==> src/rtl/game_pkg.sv <==
`timescale 1ns/1ps
`default_nettype none
// ============================================================================
// Module   : game_pkg
// Brief    : Shared constants and types for the LED memory game input path.
// Revision : 1.0 - initial release
// ============================================================================
package game_pkg;

    localparam int KEY_SUBMIT            = 0;
    localparam int DEBOUNCE_CYCLES_50MHZ = 1000000;

    typedef enum logic [0:0] {
        DB_UP   = 1'b0,
        DB_DOWN = 1'b1
    } db_state_t;

endpackage
`default_nettype wire

==> src/rtl/key_debounce.sv <==
`timescale 1ns/1ps
`default_nettype none
// ============================================================================
// Module   : key_debounce
// Brief    : Synchronizer plus UP/DOWN debouncer for one active-low button.
// Revision : 1.0 - initial release
// ============================================================================
module key_debounce
    import game_pkg::*;
#(
    parameter int DEBOUNCE_CYCLES = DEBOUNCE_CYCLES_50MHZ,
    parameter int SYNC_STAGES     = 2
) (
    input  logic clk,
    input  logic rst,
    input  logic key_raw,
    output logic level,
    output logic press
);

    localparam int                 c_cnt_w    = (DEBOUNCE_CYCLES > 1) ? $clog2(DEBOUNCE_CYCLES) : 1;
    localparam logic [c_cnt_w-1:0] c_cnt_last = c_cnt_w'(DEBOUNCE_CYCLES - 1);

    logic [SYNC_STAGES-1:0] r_sync;
    db_state_t              r_state;
    logic [c_cnt_w-1:0]     r_cnt;
    logic                   w_key_sync;
    logic                   w_toward;

    assign w_key_sync = r_sync[SYNC_STAGES-1];
    // True while the synchronized pin sits at the level opposite the current state.
    assign w_toward   = (r_state == DB_UP) ? ~w_key_sync : w_key_sync;

    always_ff @(posedge clk) begin
        if (rst) begin
            r_sync  <= '1;
            r_state <= DB_UP;
            r_cnt   <= '0;
            level   <= 1'b0;
            press   <= 1'b0;
        end else begin
            r_sync <= {r_sync[SYNC_STAGES-2:0], key_raw};
            press  <= 1'b0;
            if (!w_toward) begin
                r_cnt <= '0;
            end else if (r_cnt == c_cnt_last) begin
                r_cnt <= '0;
                if (r_state == DB_UP) begin
                    r_state <= DB_DOWN;
                    level   <= 1'b1;
                    press   <= 1'b1;
                end else begin
                    r_state <= DB_UP;
                    level   <= 1'b0;
                end
            end else begin
                r_cnt <= r_cnt + c_cnt_w'(1);
            end
        end
    end

endmodule
`default_nettype wire

==> src/rtl/answer_capture.sv <==
`timescale 1ns/1ps
`default_nettype none
// ============================================================================
// Module   : answer_capture
// Brief    : Button/switch input stage; captures the switch answer on submit
//            and hands it to the game over valid/ready.
//            Optional macro ANSWER_CAPTURE_SUBMIT_COUNT_EN adds submit_cnt.
// Revision : 1.0 - initial release
// ============================================================================
module answer_capture
    import game_pkg::*;
#(
    parameter int SW_W            = 16,
    parameter int KEY_W           = 4,
    parameter int SYNC_STAGES     = 2,
    parameter int DEBOUNCE_CYCLES = DEBOUNCE_CYCLES_50MHZ
) (
    input  logic             clk,
    input  logic             rst,
    input  logic [SW_W-1:0]  sw,
    input  logic [KEY_W-1:0] key,
    input  logic             capture_en,
    output logic [SW_W-1:0]  ans_data,
    output logic             ans_valid,
    input  logic             ans_ready,
    output logic [KEY_W-1:0] key_evt,
    output logic [KEY_W-1:0] key_level,
    output logic             overrun
`ifdef ANSWER_CAPTURE_SUBMIT_COUNT_EN
    ,
    output logic [7:0]       submit_cnt
`endif
);

    logic [SW_W-1:0] r_sw_sync [SYNC_STAGES];
    logic            w_submit;
    logic            w_xfer;
    logic            w_accept;

    always_ff @(posedge clk) begin
        if (rst) begin
            for (int i = 0; i < SYNC_STAGES; i++) begin
                r_sw_sync[i] <= '0;
            end
        end else begin
            r_sw_sync[0] <= sw;
            for (int i = 1; i < SYNC_STAGES; i++) begin
                r_sw_sync[i] <= r_sw_sync[i-1];
            end
        end
    end

    generate
        for (genvar g = 0; g < KEY_W; g++) begin : g_key
            key_debounce #(
                .DEBOUNCE_CYCLES (DEBOUNCE_CYCLES),
                .SYNC_STAGES     (SYNC_STAGES)
            ) u_debounce (
                .clk     (clk),
                .rst     (rst),
                .key_raw (key[g]),
                .level   (key_level[g]),
                .press   (key_evt[g])
            );
        end
    endgenerate

    assign w_submit = key_evt[KEY_SUBMIT] & capture_en;
    assign w_xfer   = ans_valid & ans_ready;
    // A submit is taken when the slot is empty or is being emptied this very edge.
    assign w_accept = w_submit & (~ans_valid | w_xfer);

    always_ff @(posedge clk) begin
        if (rst) begin
            ans_data  <= '0;
            ans_valid <= 1'b0;
            overrun   <= 1'b0;
        end else begin
            if (w_accept) begin
                ans_data  <= r_sw_sync[SYNC_STAGES-1];
                ans_valid <= 1'b1;
            end else if (w_xfer) begin
                ans_valid <= 1'b0;
            end
            if (w_submit && ans_valid && !w_xfer) begin
                overrun <= 1'b1;
            end
        end
    end

`ifdef ANSWER_CAPTURE_SUBMIT_COUNT_EN
    always_ff @(posedge clk) begin
        if (rst) begin
            submit_cnt <= 8'd0;
        end else if (w_accept && (submit_cnt != 8'hFF)) begin
            submit_cnt <= submit_cnt + 8'd1;
        end
    end
`endif

endmodule
`default_nettype wire

==> config.mk <==
export PLATFORM = sky130hd
export DESIGN_NAME = answer_capture
export DESIGN_NICKNAME = d
export VERILOG_FILES = /design/src/rtl/game_pkg.sv /design/src/rtl/key_debounce.sv /design/src/rtl/answer_capture.sv
export SDC_FILE = /design/constraint.sdc
export NUM_CORES = 1
export LEC_CHECK = 0
export CAP_MARGIN = 20
export CORE_UTILIZATION = 51
export CTS_BUF_LIST = sky130_fd_sc_hd__clkbuf_8
export DETAILED_ROUTE_END_ITERATION = 12
export GPL_ROUTABILITY_DRIVEN = 0
export GPL_TIMING_DRIVEN = 1
export PLACE_DENSITY_LB_ADDON = 0.15
export SLEW_MARGIN = 0
export SYNTH_ARGS = -nofsm -noshare
export SYNTH_HDL_FRONTEND = slang
export SYNTH_SLANG_ARGS = --single-unit
==> constraint.sdc <==
create_clock -name clk -period 5.4 [get_ports clk]
set_input_delay 1.08 -clock clk [delete_from_list [all_inputs] [get_ports clk]]
set_output_delay 1.08 -clock clk [all_outputs]
set_load 0.05 [all_outputs]
==> metrics.md <==
| Metric | Value |
|---|---|
| Die Footprint | `between 0.01 and 0.015 mm2` |
| Final setup viols | `0` |
| Core area | `roughly 0.011 mm2` |
| Ys flop type | `dfxtp_1` |
| Reg clk slew, reported paths | `about 0.08 ns` |
| Setup bufs post-CTS | `0` |
| Critical path peak fanout | `4` |
| Power density cells | `~310 mW/mm2` |
| Lkg Pwr | `roughly 2.1 nW` |
| Starting density of the core | `52.87%` |
| GR Overflow Total | `0` |
| Post-Syn Area | `0.005782 mm2` |
| Synthesis warning total | `0` |
| Final Hold Viols | `0` |
| Gr busiest metal | `met2` |
| Sequential cell fraction of total power | `52.9%` |
| Post-synth top cells | `dfxtp_1 (146), nor2_1 (70), nand2_1 (61)` |
| Wire length per cell | `around 13 um` |
| Fin Clk Skew | `0.01404 ns` |
| Most common cell in the netlist | `dfxtp_1` |
| Die Ht | `roughly 110 um` |
| Residual DRC count | `0` |
| Non-Filler Instances | `811` |
| Clock Path Buffers | `2` |
| Avg Cell Area, Syn | `between 9 and 10 um2` |
| Crit path arrival time | `about 1.7 ns` |
| Cell family with most CP delay | `buffers and inverters` |
| Clock Sinks | `about 150` |
| Clock Latency Late Sink | `around 0.44 ns` |
| Routed vias | `between 4000 and 5000` |
| Gates resized, CTS repair | `0` |
| Worst Path Required | `approximately 4.3 ns` |
| Slowest-stage cell, CP | `clkdlybuf4s50_1` |
| NumNets Final | `slightly below 700` |
| Register bit total from synthesis | `146` |
| Mapped Nets | `647` |
| Cell accounting for the most synthesized area | `dfxtp_1` |
| Fin Hold WS | `roughly 0.41 ns` |
| CP max stage delay | `0.84 ns` |
| CP startpoint kind | `flip-flop` |
| Max-cap viol count | `0` |
| Sw power | `0.4261 mW` |
| Yosys top cell area share | `~50%` |
| Pint | `around 1.6 mW` |
| Worst Setup Slack, final | `2.643 ns` |
| Vias in the first global route | `about 3900` |
| Routed WL | `between 10000 and 15000 um` |
| GRT Overall Usage | `a little under a fifth` |
| Final core occ | `about three fifths` |
| HP Class | `flip-flop to flip-flop` |
| Largest net degree at the start of global routing | `52` |
| Rel. slew slack | `between 30% and 40%` |
| TritonCTS Buffers | `17` |
| CP Cell Sequence | `clkdlybuf4s50_1` |
| Synth top area cells | `dfxtp_1 (51%), xnor2_1 (5.8%), nor2_1 (4.5%), nand2_1 (4.0%), nor2b_1 (3.6%)` |
| Nature of the critical path endpoint | `output pin` |
| Clock power share | `between 40% and 50%` |
| Peak VDD IR | `roughly 0.23 mV` |
| Tcrit/Tclk final | `between 50% and 60%` |
| Post-synth EDFFs | `0` |
| CTS Hold Bufs | `0` |
| Placement Setup Slack | `approximately 2.5 ns` |
| Crit path from | `g_key[0].u_debounce.level$_SDFFE_PP0P_` |
| Sequential area share after synthesis | `between 50% and 60%` |
| First-pass GRT wire length | `17480 um` |
| Buf/Inv on CP | `1` |
| # rows | `38` |
| Final min period | `about 2.8 ns` |
| Final TNS setup | `0 ns` |
| Htree depth | `4` |
| Met3 Use GR | `around 5.6%` |
| TritonRoute pass-1 iters | `4` |
| Combinational Power Share | `around 2.1%` |
| Switching fraction of total power | `20.60%` |
| Setup CP Type | `flip-flop to output pin` |
| DR vias/cell | `roughly 5.2` |
| R2R Path Start | `g_key[1].u_debounce.r_cnt[8]$_SDFF_PP0_` |
| DR iter-0 viols | `about 150` |
| Met1 GRT Util | `between 20% and 30%` |
| Async S/R FF share, synth | `0%` |
| Number of port buffers | `49` |
| Diodes inserted | `0` |
| GRT met2 Usage | `about 29%` |
| Cells after Synth | `about 620` |
| DP Wirelength | `6960 um` |
| Die Wd | `about 110 um` |
| Antenna-violating nets left | `0` |
| Num ports | `50` |
| Netlist cell types | `46` |
| CTS tree | `built` |
| Layout cells sized above 1 | `between 8 and 9%` |
| Initial antenna violation count | `0` |
| Root Buffer | `clkbuf_8` |
| RSZ-0062 raised after global routing | `no` |
| Hold Crit Start | `g_key[3].u_debounce.r_sync[0]$_SDFF_PP1_` |
| Worst slew pin tran | `between 0.9 and 1 ns` |
| Status | `finished, final reports clean` |
| Area Overhead vs Synth | `16.08%` |
| Slew Viols, Final | `0` |
| Maximum clock frequency | `about 360 MHz` |
| Placed insts | `just under 800` |
[power by group through the flow]
| stage | registers, mW | logic [mW] | clock network, mW |
|---|---|---|---|
| after floorplan | 1.12 | 0.0232 | 0 |
| after global placement | 1.12 | 0.0422 | 0 |
| after detailed placement | 1.12 | 0.0431 | 0 |
| after CTS | 1.09 | 0.0434 | 0.959 |
| after global routing | 1.10 | 0.0469 | 1.01 |
| final | 1.09 | 0.0425 | 0.931 |
[area by class of cell]
cell class | count | area, um2
tap | 140 | 175.2
multi-input combinational | 427 | 2614
fill | 981 | 4224
clock inverter | 12 | 181.4
sequential | 146 | 2923
timing repair buffer | 50 | 493.0
clock buffer | 19 | 261.5
inverter | 17 | 63.81
[per-layer routing]
layer / part of all wire [%] / vias up / wire length, um
met5: 0 / - / 0
met4: 1.6 / 0 / 169
met3: 3.7 / 13 / 383
met2: 45 / 58 / 4591
met1: 50 / 1925 / 5116
li1: - / 2210 / -
[stage by stage]
step,area [um2],total power [mW]
finish,6711,2.068
global route,6711,2.149
CTS,6711,2.097
detailed placement,6269,1.163
global placement,6269,1.162
floorplan,5782,1.142
[flip-flops by register name, indices dropped and copies added (netlist names)]
register,cells
g_key.u_debounce.r_sync,8
g_key.u_debounce.level,1
g_key.u_debounce.press,4
overrun,1
r_sw_sync,32
ans_valid,1
g_key.u_debounce.r_state,3
ans_data,16
g_key.u_debounce.r_cnt,80
[path summary, 6_finish.rpt]
path,endpoint,slack [ns],depth (start not counted)
worst max register to register,g_key[1].u_debounce.r_cnt[4]$_SDFF_PP0_,3.31,4
worst min-delay path,g_key[3].u_debounce.r_sync[1]$_SDFF_PP1_,0.41,1
worst max-delay path,key_level[0],2.64,1
worst min register to register,g_key[3].u_debounce.r_sync[1]$_SDFF_PP1_,0.41,1
[worst register-to-register path, delay by kind of cell (launching register included)]
family / cells / cell delay, ns
simple gates: 3 / 0.96
compound gates: 1 / 0.59
flops: 1 / 0.39
[kinds of logic (layout without fill, tap and decap cells)]
kind of cell	after synthesis	count (layout)	synth area share [%]
AO/OA/AOI/OAI	70	70	7.120
XOR/XNOR	56	56	8.483
buffers and inverters	46	98	4.241
flip-flops	146	146	50.55
AND/OR/NAND/NOR	297	297	28.74
adder cells (fa/ha/maj)	4	4	0.8656
[placed cells by master, fill, tap and decap left out, types with 6 or more instances in the layout]
cell type          n
a21oi_1           41
and4_1             7
clkbuf_8          19
clkdlybuf4s50_1   48
dfxtp_1          146
inv_1             17
nand2_1           61
nand3_1           24
nand4_1           18
nor2_1            70
nor2b_1           33
nor3_1             6
nor4_1            17
o21ai_0            9
o31ai_1            9
or2_2              9
or3_1             11
or4_1             10
xnor2_1           38
xor2_1            18
No activity file was read; power rests on OpenSTA's default activity.
